[config.mk]
export PLATFORM = sky130hd
export DESIGN_NAME = taxi_axil_rd_timeout_flat
export DESIGN_NICKNAME = d
export VERILOG_FILES = /design/src/rtl/taxi_axil_rd_timeout_if.sv /design/src/rtl/taxi_axil_rd_timeout.sv /design/src/flat_wrapper.sv
export SDC_FILE = /design/constraint.sdc
export NUM_CORES = 1
export LEC_CHECK = 0
export ABC_AREA = 0
export CELL_PAD_IN_SITES_DETAIL_PLACEMENT = 0
export CELL_PAD_IN_SITES_GLOBAL_PLACEMENT = 1
export CORE_MARGIN = 8
export CORE_UTILIZATION = 30
export CTS_BUF_LIST = sky130_fd_sc_hd__clkbuf_8
export DETAILED_ROUTE_END_ITERATION = 12
export GPL_TIMING_DRIVEN = 0
export PLACE_DENSITY_LB_ADDON = 0.08
export SLEW_MARGIN = 20
export SYNTH_ARGS = -nofsm -noshare
export SYNTH_HDL_FRONTEND = slang
export SYNTH_SLANG_ARGS = --single-unit
[constraint.sdc]
create_clock -name clk -period 5.8 [get_ports clk]
set_clock_uncertainty 0.15 [all_clocks]
set_input_delay 1.74 -clock clk [delete_from_list [all_inputs] [get_ports clk]]
set_output_delay 1.74 -clock clk [all_outputs]
set_load 0.01 [all_outputs]
[src/rtl/taxi_axil_rd_timeout_if.sv]
// AXI4-lite read-channel bundle (AR + R) with master/slave views.
interface taxi_axil_if #(
  parameter int DATA_W    = 32,
  parameter int ADDR_W    = 32,
  parameter int ARUSER_EN = 0,
  parameter int ARUSER_W  = 1,
  parameter int RUSER_EN  = 0,
  parameter int RUSER_W   = 1
) ();
  logic [ADDR_W-1:0]   araddr;
  logic [2:0]          arprot;
  logic [ARUSER_W-1:0] aruser;
  logic                arvalid;
  logic                arready;
  logic [DATA_W-1:0]   rdata;
  logic [1:0]          rresp;
  logic [RUSER_W-1:0]  ruser;
  logic                rvalid;
  logic                rready;

  modport rd_mst (
    output araddr, arprot, aruser, arvalid, rready,
    input  arready, rdata, rresp, ruser, rvalid
  );

  modport rd_slv (
    input  araddr, arprot, aruser, arvalid, rready,
    output arready, rdata, rresp, ruser, rvalid
  );
endinterface

[src/rtl/taxi_axil_rd_timeout.sv]
// AXI4-lite read watchdog: one read in flight, 4-cycle round trip with a zero-wait slave.
// Forces ERR_RESP upstream after TIMEOUT_CYCLES, then drains the late downstream read; all outputs registered.
module taxi_axil_rd_timeout #(
  parameter int         TIMEOUT_CYCLES = 1024,
  parameter logic [1:0] ERR_RESP       = 2'b10
) (
  input  logic        clk,
  input  logic        rst,
  taxi_axil_if.rd_slv s_axil_rd,
  taxi_axil_if.rd_mst m_axil_rd,
  output logic        stat_timeout
);

  localparam int DATA_W    = s_axil_rd.DATA_W;
  localparam int ADDR_W    = s_axil_rd.ADDR_W;
  localparam int ARUSER_EN = s_axil_rd.ARUSER_EN;
  localparam int ARUSER_W  = s_axil_rd.ARUSER_W;
  localparam int RUSER_EN  = s_axil_rd.RUSER_EN;
  localparam int RUSER_W   = s_axil_rd.RUSER_W;
  localparam int CNT_W     = $clog2(TIMEOUT_CYCLES);
  localparam logic [CNT_W-1:0] CNT_LAST = CNT_W'(TIMEOUT_CYCLES - 1);

  typedef enum logic [2:0] {IDLE, ADDR, RESP, OUT, ERR, DRAIN} state_t;

  state_t              state;
  logic [CNT_W-1:0]    cnt;
  logic                ar_done;
  logic                m_done;
  logic                s_arready_reg;
  logic                s_rvalid_reg;
  logic                m_arvalid_reg;
  logic                m_rready_reg;
  logic                stat_timeout_reg;
  logic [ADDR_W-1:0]   araddr_reg;
  logic [2:0]          arprot_reg;
  logic [ARUSER_W-1:0] aruser_reg;
  logic [DATA_W-1:0]   rdata_reg;
  logic [1:0]          rresp_reg;
  logic [RUSER_W-1:0]  ruser_reg;

  logic cnt_last;
  logic m_r_hs;

  assign cnt_last = (cnt == CNT_LAST);
  assign m_r_hs   = m_rready_reg && m_axil_rd.rvalid;

  always_ff @(posedge clk) begin
    if (rst) begin
      state            <= IDLE;
      cnt              <= '0;
      ar_done          <= 1'b0;
      m_done           <= 1'b0;
      s_arready_reg    <= 1'b0;
      s_rvalid_reg     <= 1'b0;
      m_arvalid_reg    <= 1'b0;
      m_rready_reg     <= 1'b0;
      stat_timeout_reg <= 1'b0;
    end else begin
      stat_timeout_reg <= 1'b0;
      unique case (state)
        IDLE: begin
          s_arready_reg <= 1'b1;
          if (s_arready_reg && s_axil_rd.arvalid) begin
            araddr_reg    <= s_axil_rd.araddr;
            arprot_reg    <= s_axil_rd.arprot;
            aruser_reg    <= s_axil_rd.aruser;
            cnt           <= '0;
            ar_done       <= 1'b0;
            m_done        <= 1'b0;
            s_arready_reg <= 1'b0;
            m_arvalid_reg <= 1'b1;
            state         <= ADDR;
          end
        end
        ADDR: begin
          // An AR accepted on the timeout cycle still counts; only the R phase is left to drain.
          if (m_axil_rd.arready) begin
            ar_done       <= 1'b1;
            m_arvalid_reg <= 1'b0;
            m_rready_reg  <= 1'b1;
          end
          if (cnt_last) begin
            state            <= ERR;
            stat_timeout_reg <= 1'b1;
            s_rvalid_reg     <= 1'b1;
            rdata_reg        <= '0;
            rresp_reg        <= ERR_RESP;
            ruser_reg        <= '0;
          end else begin
            cnt <= cnt + CNT_W'(1);
            if (m_axil_rd.arready) begin
              state <= RESP;
            end
          end
        end
        RESP: begin
          // A real response on the timeout cycle takes priority over the error.
          if (m_axil_rd.rvalid) begin
            rdata_reg    <= m_axil_rd.rdata;
            rresp_reg    <= m_axil_rd.rresp;
            ruser_reg    <= m_axil_rd.ruser;
            m_rready_reg <= 1'b0;
            s_rvalid_reg <= 1'b1;
            state        <= OUT;
          end else if (cnt_last) begin
            state            <= ERR;
            stat_timeout_reg <= 1'b1;
            s_rvalid_reg     <= 1'b1;
            rdata_reg        <= '0;
            rresp_reg        <= ERR_RESP;
            ruser_reg        <= '0;
          end else begin
            cnt <= cnt + CNT_W'(1);
          end
        end
        OUT: begin
          if (s_axil_rd.rready) begin
            s_rvalid_reg  <= 1'b0;
            s_arready_reg <= 1'b1;
            state         <= IDLE;
          end
        end
        ERR, DRAIN: begin
          if (!ar_done && m_axil_rd.arready) begin
            ar_done       <= 1'b1;
            m_arvalid_reg <= 1'b0;
            m_rready_reg  <= 1'b1;
          end
          if (m_r_hs) begin
            m_done       <= 1'b1;
            m_rready_reg <= 1'b0;
          end
          if (state == ERR) begin
            if (s_axil_rd.rready) begin
              s_rvalid_reg <= 1'b0;
              if (m_done || m_r_hs) begin
                s_arready_reg <= 1'b1;
                state         <= IDLE;
              end else begin
                state <= DRAIN;
              end
            end
          end else if (m_r_hs) begin
            s_arready_reg <= 1'b1;
            state         <= IDLE;
          end
        end
        default: state <= IDLE;
      endcase
    end
  end

  assign s_axil_rd.arready = s_arready_reg;
  assign s_axil_rd.rvalid  = s_rvalid_reg;
  assign s_axil_rd.rdata   = rdata_reg;
  assign s_axil_rd.rresp   = rresp_reg;
  assign s_axil_rd.ruser   = (RUSER_EN != 0) ? ruser_reg : '0;

  assign m_axil_rd.arvalid = m_arvalid_reg;
  assign m_axil_rd.araddr  = araddr_reg;
  assign m_axil_rd.arprot  = arprot_reg;
  assign m_axil_rd.aruser  = (ARUSER_EN != 0) ? aruser_reg : '0;
  assign m_axil_rd.rready  = m_rready_reg;

  assign stat_timeout = stat_timeout_reg;

endmodule

[src/flat_wrapper.sv]
// flat-port wrapper written by rule: the top's interface ports become plain ports
module taxi_axil_rd_timeout_flat 
#(
  parameter int         TIMEOUT_CYCLES = 1024,
  parameter logic [1:0] ERR_RESP       = 2'b10
)
  (clk, rst, stat_timeout, s_axil_rd_araddr, s_axil_rd_arprot, s_axil_rd_aruser, s_axil_rd_arvalid, s_axil_rd_rready, s_axil_rd_arready, s_axil_rd_rdata, s_axil_rd_rresp, s_axil_rd_ruser, s_axil_rd_rvalid, m_axil_rd_araddr, m_axil_rd_arprot, m_axil_rd_aruser, m_axil_rd_arvalid, m_axil_rd_rready, m_axil_rd_arready, m_axil_rd_rdata, m_axil_rd_rresp, m_axil_rd_ruser, m_axil_rd_rvalid);
  taxi_axil_if #(.DATA_W(32), .ADDR_W(16), .ARUSER_EN(1), .ARUSER_W(4), .RUSER_EN(1), .RUSER_W(4)) s_axil_rd_i ();
  taxi_axil_if #(.DATA_W(32), .ADDR_W(16), .ARUSER_EN(1), .ARUSER_W(4), .RUSER_EN(1), .RUSER_W(4)) m_axil_rd_i ();
  input  logic clk;
  input  logic rst;
  output logic stat_timeout;
  input wire logic [$bits(s_axil_rd_i.araddr)-1:0] s_axil_rd_araddr;
  input wire logic [$bits(s_axil_rd_i.arprot)-1:0] s_axil_rd_arprot;
  input wire logic [$bits(s_axil_rd_i.aruser)-1:0] s_axil_rd_aruser;
  input wire logic [$bits(s_axil_rd_i.arvalid)-1:0] s_axil_rd_arvalid;
  input wire logic [$bits(s_axil_rd_i.rready)-1:0] s_axil_rd_rready;
  output wire logic [$bits(s_axil_rd_i.arready)-1:0] s_axil_rd_arready;
  output wire logic [$bits(s_axil_rd_i.rdata)-1:0] s_axil_rd_rdata;
  output wire logic [$bits(s_axil_rd_i.rresp)-1:0] s_axil_rd_rresp;
  output wire logic [$bits(s_axil_rd_i.ruser)-1:0] s_axil_rd_ruser;
  output wire logic [$bits(s_axil_rd_i.rvalid)-1:0] s_axil_rd_rvalid;
  output wire logic [$bits(m_axil_rd_i.araddr)-1:0] m_axil_rd_araddr;
  output wire logic [$bits(m_axil_rd_i.arprot)-1:0] m_axil_rd_arprot;
  output wire logic [$bits(m_axil_rd_i.aruser)-1:0] m_axil_rd_aruser;
  output wire logic [$bits(m_axil_rd_i.arvalid)-1:0] m_axil_rd_arvalid;
  output wire logic [$bits(m_axil_rd_i.rready)-1:0] m_axil_rd_rready;
  input wire logic [$bits(m_axil_rd_i.arready)-1:0] m_axil_rd_arready;
  input wire logic [$bits(m_axil_rd_i.rdata)-1:0] m_axil_rd_rdata;
  input wire logic [$bits(m_axil_rd_i.rresp)-1:0] m_axil_rd_rresp;
  input wire logic [$bits(m_axil_rd_i.ruser)-1:0] m_axil_rd_ruser;
  input wire logic [$bits(m_axil_rd_i.rvalid)-1:0] m_axil_rd_rvalid;
  assign s_axil_rd_i.araddr = s_axil_rd_araddr;
  assign s_axil_rd_i.arprot = s_axil_rd_arprot;
  assign s_axil_rd_i.aruser = s_axil_rd_aruser;
  assign s_axil_rd_i.arvalid = s_axil_rd_arvalid;
  assign s_axil_rd_i.rready = s_axil_rd_rready;
  assign s_axil_rd_arready = s_axil_rd_i.arready;
  assign s_axil_rd_rdata = s_axil_rd_i.rdata;
  assign s_axil_rd_rresp = s_axil_rd_i.rresp;
  assign s_axil_rd_ruser = s_axil_rd_i.ruser;
  assign s_axil_rd_rvalid = s_axil_rd_i.rvalid;
  assign m_axil_rd_araddr = m_axil_rd_i.araddr;
  assign m_axil_rd_arprot = m_axil_rd_i.arprot;
  assign m_axil_rd_aruser = m_axil_rd_i.aruser;
  assign m_axil_rd_arvalid = m_axil_rd_i.arvalid;
  assign m_axil_rd_rready = m_axil_rd_i.rready;
  assign m_axil_rd_i.arready = m_axil_rd_arready;
  assign m_axil_rd_i.rdata = m_axil_rd_rdata;
  assign m_axil_rd_i.rresp = m_axil_rd_rresp;
  assign m_axil_rd_i.ruser = m_axil_rd_ruser;
  assign m_axil_rd_i.rvalid = m_axil_rd_rvalid;
  taxi_axil_rd_timeout #(.TIMEOUT_CYCLES(TIMEOUT_CYCLES), .ERR_RESP(ERR_RESP)) u_core (.clk(clk), .rst(rst), .s_axil_rd(s_axil_rd_i), .m_axil_rd(m_axil_rd_i), .stat_timeout(stat_timeout));
endmodule
==> impl_metrics.yaml, run 1 <==
grt:
  antenna_found_initial: 0
  grt_max_degree: 25
  grt_pass1_vias: 2765
  grt_overflow: 0
  grt_pass1_wl_um: 15300
  grt_usage: 0.130
floorplan:
  rows: 39
  fp.dieH_um: 123
  initial_core_util: 0.304
  io_pins: 133
  core_um2: 11300
  die-area_um2: 15100
  die_x_um: 123
final_layout:
  nNetsFinal: 472
  area_growth_syn_to_layout_pct: 50.6
  final_layout_size_suffix_gt1_frac: 0.0660
  mostFrequentLayoutCell: "clkdlybuf4s50_1"
  final_area_um2: 5150
  final_cell_mix: "clkdlybuf4s50_1 (132), edfxtp_1 (61), a22o_1 (38), dfxtp_1 (20), nor2_1 (17)"
  diodes: 0
  largest_reg_flops: 32
sta:
  whs_ns: 0.328
  drv_slew: 0
  tns_ns: 0
  tightest_slew_ns: 0.705
  fin_crit_sh: 0.639
  max_freq_ghz: 0.270
  finalSetupViolations: 0
  final.setup.worst_slack_ns: 2.10
  hold_viol: 0
  slew_headroom: 0.529
  rsz0062_at_grt: "no"
  period_needed_ns: 3.70
worst_setup_path:
  cp.required_ns: 5.86
  cpMostUsedCell: "nor2_1"
  crit_path_end_kind: "flop"
  crit_path_max_incr_delay_ns: 0.56
  cp.arrival_ns: 3.76
  crit_type: "input pin to flop"
  cp_slowest_cell: "clkdlybuf4s50_1"
  start_kind: "input pin"
  crit_chain: "clkdlybuf4s50_1 -> nand2_1 -> nor2_1 -> nor2_1 -> clkbuf_1 -> a22o_1"
  crit_family: "buffers and inverters"
  crit_buf_inv: 2
  path_max_fanout: 10
synthesis:
  ys_seq_area_frac: 0.652
  synthTopCellsByArea: "edfxtp_1 (54%), dfxtp_1 (12%), a22o_1 (9.7%), a21oi_1 (2.2%), nor2_1 (2.0%)"
  postSynthAreaPerCell_um2: 13.2
  syn_area_um2: 3420
  async_reset_ff_frac: 0
  synth-edff-count: 61
  syn_inst: 260
  synth_flop_cell: "edfxtp_1"
  synth_nets: 328
  synth_top_cell_by_area: "edfxtp_1"
  ys_types: 50
  synth_top_area_frac: 0.535
  yosysWarnings: 0
  yosys_register_bits: 81
cts:
  post_cts_buffers: 0
  clock_insertion_delay_worst_skew_ns: 0.35
  ctsResizeCount: 0
  numCtsBuffers: 9
  cts.reportedPaths.clkPinSlew_ns: 0.08
  cts_tree: "done"
  cts-root-buf: "clkbuf_8"
  hold_buffers: 0
  cts_htree_levels: 3
  clock_sinks: 81
  clock_path_buffers: 2
pwr:
  powerDensity_nw_per_um2: 350
  ir_drop_mv: 0.124
  leakage_nw: 1.85
  p_total_mw: 1.81
detailed_routing:
  ant_nets: 0
  drcViolationCount: 0
  wl_per_cell_um: 17.8
  routed_wl_um: 9840
  drtPass1Iterations: 4
  viasPerCell: 4.89
  vias: 2697
  drt_iter0_drc: 171
hold_path:
  min_path_type: "flop to flop"
placement:
  placed_cell_area_um2: 4960
  gp_congestion: 0.793
  place_ws_ns: 1.64
  post-dp-hpwl_um: 7460
  port_buffers: 132
run:
  cap_viol_max_count: 0
status:
  outcome: "finished, final reports clean"
## worst paths after layout
path,startpoint,to,slack [ns],cells past startpoint
max,m_axil_rd_rvalid,u_core.s_axil_rd.rdata[29],2.10,6
min,u_core.cnt[1],u_core.cnt[1],0.33,2
max reg2reg,u_core.cnt[0],u_core.s_axil_rd.rdata[29],3.31,6
min reg2reg,u_core.cnt[1],u_core.cnt[1],0.33,2
## cell families (layout without fill, tap and decap cells)
group,count (synthesis),count (layout),share of synthesized area
mux,3,3,0.0102
buf+inv,19,168,0.0241
compound gates,89,89,0.199
fa+ha+maj,1,1,0.00366
flops,81,81,0.652
simple gates,63,63,0.100
xor+xnor,4,4,0.0102
## metal layers
metal | GRT usage | wire length [um] | vias up
met5 | 0 | 0 | -
li1 | - | - | 1317
met2 | 0.208 | 4620 | 79
met1 | 0.167 | 4360 | 1287
met3 | 0.0258 | 666 | 14
met4 | 0.0617 | 193 | 0
## worst register-to-register path, stage by stage, from the launching register on
cell	delay (ns)
dfxtp_1	0.38
ha_1	0.21
nand3_2	0.15
nor3_1	0.51
nor2_1	0.30
clkbuf_1	0.30
a22o_1	0.24
## cell usage after synthesis (2+ instances only)
| cell | number |
|---|---|
| mux2i_1 | 2 |
| o21ai_0 | 6 |
| buf_2 | 3 |
| a211oi_1 | 3 |
| nand4_1 | 3 |
| nor4_1 | 3 |
| a21o_1 | 3 |
| o32ai_1 | 2 |
| nand2b_1 | 6 |
| nor2b_1 | 4 |
| a21oi_1 | 15 |
| nand2_1 | 10 |
| a22o_1 | 38 |
| edfxtp_1 | 61 |
| a31oi_1 | 2 |
| clkbuf_1 | 10 |
| nor3_1 | 4 |
| or3_1 | 3 |
| and3_1 | 2 |
| nor2_1 | 18 |
| xor2_1 | 3 |
| o211ai_1 | 3 |
| inv_1 | 3 |
| a2111oi_0 | 4 |
| dfxtp_1 | 20 |
| and2_1 | 2 |
| or3b_2 | 2 |
| o31a_1 | 2 |
| buf_1 | 2 |
## through the flow
step	util	instances
2_1_floorplan	-	260
3_3_place_gp	0.437	535
3_5_place_dp	0.440	536
4_1_cts	0.457	552
5_1_grt	0.457	552
6_report	0.457	552
## cell type report
type	instances	area [um2]
Buffer	16	71.3
Clock buffer	9	124
Clock inverter	7	63.8
Fill cell	1080	6120
Inverter	3	11.3
Multi-Input combinational cell	160	1120
Sequential cell	81	2230
Tap cell	143	179
Timing Repair Buffer	133	1350
## where the power goes
part	switching, mW	internal, mW	leakage (nW)	total, mW
clock network	0.205	0.195	0.103	0.400
registers	0.0482	0.753	0.720	0.801
logic	0.303	0.300	1.03	0.604
No activity file was read; power rests on OpenSTA's default activity.
==> inputs of run 2 (changes only) <==
==> constraint.sdc (replaced) <==
create_clock -name clk -period 3.4 [get_ports clk]
set_clock_uncertainty 0.15 [all_clocks]
set_input_delay 1.02 -clock clk [delete_from_list [all_inputs] [get_ports clk]]
set_output_delay 1.02 -clock clk [all_outputs]
set_load 0.01 [all_outputs]
==> run 2 against run 1 <==
Via count up 0.15%. Design area about the same. Cell count unchanged. Worst hold slack worse by 0.0025 ns. Critical endpoint is now u_core.s_axil_rd.rdata[22]. Largest power group unchanged.
==> impl_metrics.yaml, run 2 (synthesized netlist as in run 1, its figures left out) <==
sta:
  drv_slew: 0
  fin_crit_sh: 0.898
  final.setup.worst_slack_ns: 0.348
  max_freq_ghz: 0.328
  tightest_slew_ns: 0.733
  finalSetupViolations: 0
  slew_headroom: 0.510
  tns_ns: 0
  rsz0062_at_grt: "no"
  period_needed_ns: 3.05
  hold_viol: 0
grt:
  grt_pass1_wl_um: 15500
  grt_usage: 0.132
  grt_overflow: 0
  grt_max_degree: 26
  grt_pass1_vias: 2741
  antenna_found_initial: 0
placement:
  dp.cells: 536
  placed_cell_area_um2: 4950
  port_buffers: 132
  post-dp-hpwl_um: 7390
  place_ws_ns: -0.00335
  gp_congestion: 0.791
worst_setup_path:
  crit_path_end_kind: "flop"
  cp.required_ns: 3.46
  crit_type: "input pin to flop"
  start_kind: "input pin"
  path_max_fanout: 10
  cp.arrival_ns: 3.11
pwr:
  powerDensity_nw_per_um2: 602
  seqPwrFrac: 0.440
  ir_drop_mv: 0.277
  p_comb_frac: 0.329
  power.switching_mw: 0.974
  leakage_nw: 1.84
  p_total_mw: 3.10
  intPower_mw: 2.13
  power.share.clock: 0.230
  switching_share: 0.314
final_layout:
  final_cell_mix: "clkdlybuf4s50_1 (132), edfxtp_1 (61), a22o_1 (38), dfxtp_1 (20), nor2_1 (17)"
  area_growth_syn_to_layout_pct: 50.4
  mostFrequentLayoutCell: "clkdlybuf4s50_1"
  fin_cells: 552
  nNetsFinal: 472
  final_area_um2: 5150
  largest_reg_flops: 32
  nFillCells: 1051
  diodes: 0
  final_layout_size_suffix_gt1_frac: 0.0709
detailed_routing:
  vias: 2701
  drtPass1Iterations: 4
  viasPerCell: 4.89
  drt_iter0_drc: 182
  routed_wl_um: 10100
  wl_per_cell_um: 18.3
  ant_nets: 0
  drcViolationCount: 0
cts:
  cts-root-buf: "clkbuf_8"
  cts.reportedPaths.clkPinSlew_ns: 0.08
  post_cts_buffers: 0
  clock_insertion_delay_worst_skew_ns: 0.34
  clock_path_buffers: 2
  cts_tree: "done"
  numCtsBuffers: 9
  ctsResizeCount: 0
  cts_htree_levels: 3
  clock_sinks: 81
  hold_buffers: 0
run:
  cap_viol_max_count: 0
floorplan:
  die-area_um2: 15100
  fp.dieH_um: 123
  io_pins: 133
  initial_core_util: 0.304
  die_x_um: 123
  core_um2: 11300
  rows: 39
status:
  outcome: "finished, final reports clean"
hold_path:
  min_path_type: "flop to flop"
[run 2: cell count changes in the layout (fill, tap and decap cells not counted)]
cell	change
clkinvlp_4	+2
inv_6	+1
clkinv_1	-1
buf_8	+1
buf_16	-1
clkinv_4	-1
inv_1	-1
[run 2: layout make-up]
class / instances / area [um2] / area share
Clock inverter: 7 / 71.3 / 0.0139
Multi-Input combinational cell: 160 / 1120 / 0.218
Clock buffer: 9 / 124 / 0.0241
Sequential cell: 81 / 2230 / 0.434
Inverter: 3 / 11.3 / 0.00219
Timing Repair Buffer: 133 / 1340 / 0.260
Tap cell: 143 / 179 / 0.0348
Buffer: 16 / 71.3 / 0.0139
[run 2: stage by stage]
stage               hold slack, ns  utilization
floorplan                    0.288            -
global placement             0.301        0.437
detailed placement           0.314        0.439
CTS                          0.329        0.457
global route                 0.366        0.457
finish                       0.326        0.457
[run 2: power groups by stage]
stage	logic (mW)	registers, mW	clock network (mW)
2_1_floorplan	0.472	1.44	0
3_3_place_gp	1.00	1.39	0
3_5_place_dp	1.02	1.39	0
4_1_cts	1.03	1.37	0.740
5_1_grt	1.11	1.39	0.779
6_report	1.02	1.37	0.714
[run 2: worst max-delay path, cell delays in order]
cell and delay [ns]:
clkdlybuf4s50_1 0.58, nand2_1 0.22, nor2_1 0.07, nor2_1 0.54, clkbuf_1 0.46, a22o_1 0.21
[run 2: path summary, 6_finish.rpt]
check | start | end | slack, ns | depth (start not counted)
max | m_axil_rd_rvalid | u_core.s_axil_rd.rdata[22] | 0.35 | 6
max reg2reg | u_core.state[2] | u_core.s_axil_rd.rdata[22] | 0.95 | 7
min reg2reg | u_core.m_axil_rd.arvalid | u_core.m_axil_rd.arvalid | 0.33 | 2
min | u_core.m_axil_rd.arvalid | u_core.m_axil_rd.arvalid | 0.33 | 2
[run 2: per-layer routing]
metal	global-route usage	wire, um	up-vias
met5	0	0	-
met2	0.212	4720	67
li1	-	-	1317
met4	0.0457	115	0
met3	0.0331	589	9
met1	0.170	4660	1308
==> inputs of run 3 (changes only) <==
--- a/config.mk
+++ b/config.mk
@@ -8,7 +8,6 @@
 export ABC_AREA = 0
 export CELL_PAD_IN_SITES_DETAIL_PLACEMENT = 0
 export CELL_PAD_IN_SITES_GLOBAL_PLACEMENT = 1
-export CORE_MARGIN = 8
 export CORE_UTILIZATION = 30
 export CTS_BUF_LIST = sky130_fd_sc_hd__clkbuf_8
 export DETAILED_ROUTE_END_ITERATION = 12
==> run 3 against run 2 <==
Via count down 0.26%. Clock power down 4.6%. Non-clock buffer count up 1. Sequential share of layout area down 0.084 points. First-iteration DRC count down 44%. Cell count down 0.36%. Utilization up 1.3 points. Critical path type unchanged. Largest cell class unchanged. Largest power group unchanged.
==> impl_metrics.yaml, run 3 (synthesized netlist as in run 1, its figures left out) <==
grt:
  grt_util_met2: 0.238
  grt_max_degree: 21
  grt_pass1_vias: 2565
  grt_overflow: 0
  grt_usage: 0.160
  antenna_found_initial: 0
  grt_pass1_wl_um: 14100
  busiest_layer: "met2"
  use_met3: 0.0329
  met1_usage: 0.224
pwr:
  leakage_nw: 1.84
  ir_drop_mv: 0.256
  power.switching_mw: 0.941
  powerDensity_nw_per_um2: 596
  p_comb_frac: 0.334
  seqPwrFrac: 0.444
  intPower_mw: 2.13
  p_total_mw: 3.07
  switching_share: 0.306
  power.share.clock: 0.222
detailed_routing:
  ant_nets: 0
  drcViolationCount: 0
  wl_per_cell_um: 16.5
  vias: 2694
  drtPass1Iterations: 4
  viasPerCell: 4.90
  drt_iter0_drc: 102
  routed_wl_um: 9090
sta:
  finalSetupViolations: 0
  tightest_slew_ns: 0.694
  final.setup.worst_slack_ns: 0.380
  max_freq_ghz: 0.331
  drv_slew: 0
  fin_crit_sh: 0.888
  tns_ns: 0
  slew_headroom: 0.536
  whs_ns: 0.322
  period_needed_ns: 3.02
  hold_viol: 0
  rsz0062_at_grt: "no"
cts:
  cts_htree_levels: 3
  numCtsBuffers: 9
  hold_buffers: 0
  cts_tree: "done"
  clock_path_buffers: 2
  ctsResizeCount: 0
  cts.reportedPaths.clkPinSlew_ns: 0.08
  cts-root-buf: "clkbuf_8"
  clock_insertion_delay_worst_skew_ns: 0.35
  post_cts_buffers: 0
  clock_sinks: 81
placement:
  post-dp-hpwl_um: 6700
  placed_cell_area_um2: 4970
  dp.cells: 534
  place_ws_ns: 0.0283
  gp_congestion: 0.773
  port_buffers: 132
final_layout:
  final_cell_mix: "clkdlybuf4s50_1 (132), edfxtp_1 (61), a22o_1 (38), dfxtp_1 (20), nor2_1 (17)"
  nFillCells: 1037
  area_growth_syn_to_layout_pct: 50.7
  diodes: 0
  fin_cells: 550
  final_util: 0.470
  nNetsFinal: 473
  final_area_um2: 5160
  seq_area_um2: 2230
  final_layout_size_suffix_gt1_frac: 0.0707
  largest_reg_flops: 32
  mostFrequentLayoutCell: "clkdlybuf4s50_1"
  multi_input_area_um2: 1120
worst_setup_path:
  start_kind: "input pin"
  cpMostUsedCell: "nor2_1"
  cp.required_ns: 3.46
  crit_path_max_incr_delay_ns: 0.56
  r2r_start: "u_core.state[2]"
  path_max_fanout: 10
  crit_type: "input pin to flop"
  r2r_slack_ns: 0.95
  crit_path_end_kind: "flop"
  r2r-end: "u_core.s_axil_rd.rdata[7]"
  crit_cells: 6
  crit_chain: "clkdlybuf4s50_1 -> nand2_1 -> nor2_1 -> nor2_1 -> clkbuf_1 -> a22o_1"
  cp.arrival_ns: 3.08
  rr_worst_depth: 7
  cp_slowest_cell: "nor2_1"
  crit_family: "buffers and inverters"
  crit_buf_inv: 2
floorplan:
  die-area_um2: 11800
  fp.dieH_um: 109
  die_x_um: 109
  core_um2: 11000
  initial_core_util: 0.312
  io_pins: 133
  rows: 38
hold_path:
  worstHoldEndpoint: "u_core.m_done"
  whs_path_depth: 2
  worstHoldStart: "u_core.m_done"
  min_path_type: "flop to flop"
run:
  cap_viol_max_count: 0
status:
  outcome: "finished, final reports clean"
## run 3: changes by cell type in the layout (fill, tap and decap cells not counted)
cell,before,now
buf_16,0,1
nor2b_2,0,1
clkinv_2,1,2
nor2b_4,1,0
clkinv_4,1,0
inv_6,1,0
clkinv_1,0,1
## run 3: tightest hold or removal path: stages (launching register included)
cell	delay [ns]
dfxtp_1	0.33
a31oi_1	0.04
nor2_1	0.07
## run 3: worst max path at each step
stage	end	slack (ns)	startpoint
floorplan	u_core.m_axil_rd.araddr[0]	0.36	s_axil_rd_arvalid
global placement	u_core.m_axil_rd.araddr[1]	-0.70	s_axil_rd_arvalid
detailed placement	u_core.s_axil_rd.rdata[18]	0.03	m_axil_rd_rvalid
CTS	u_core.s_axil_rd.rdata[7]	0.39	m_axil_rd_rvalid
global route	u_core.s_axil_rd.rdata[18]	0.24	m_axil_rd_rvalid
finish	u_core.s_axil_rd.rdata[7]	0.38	m_axil_rd_rvalid
## run 3: area by class of cell
cell class                 instances  share of cell area
inverter                           3             0.00218
multi-input combinational        160               0.217
clock buffer                       9              0.0240
timing repair buffer             134               0.264
buffer                            16              0.0138
sequential                        81               0.433
clock inverter                     7              0.0121
tap                              140              0.0340
## run 3: layer usage
layer	vias up	wire length (um)
li1	1327	-
met3	10	681
met1	1257	4150
met4	0	126
met5	-	0
met2	100	4130
## run 3: power by group through the flow
stage                     combinational (mW)  clock [mW]  sequential, mW
final                                   1.03       0.681            1.36
after global routing                    1.13       0.756            1.38
after CTS                               1.04       0.716            1.37
after detailed placement                1.03           0            1.39
after global placement                 0.995           0            1.39
after floorplan                        0.472           0            1.44
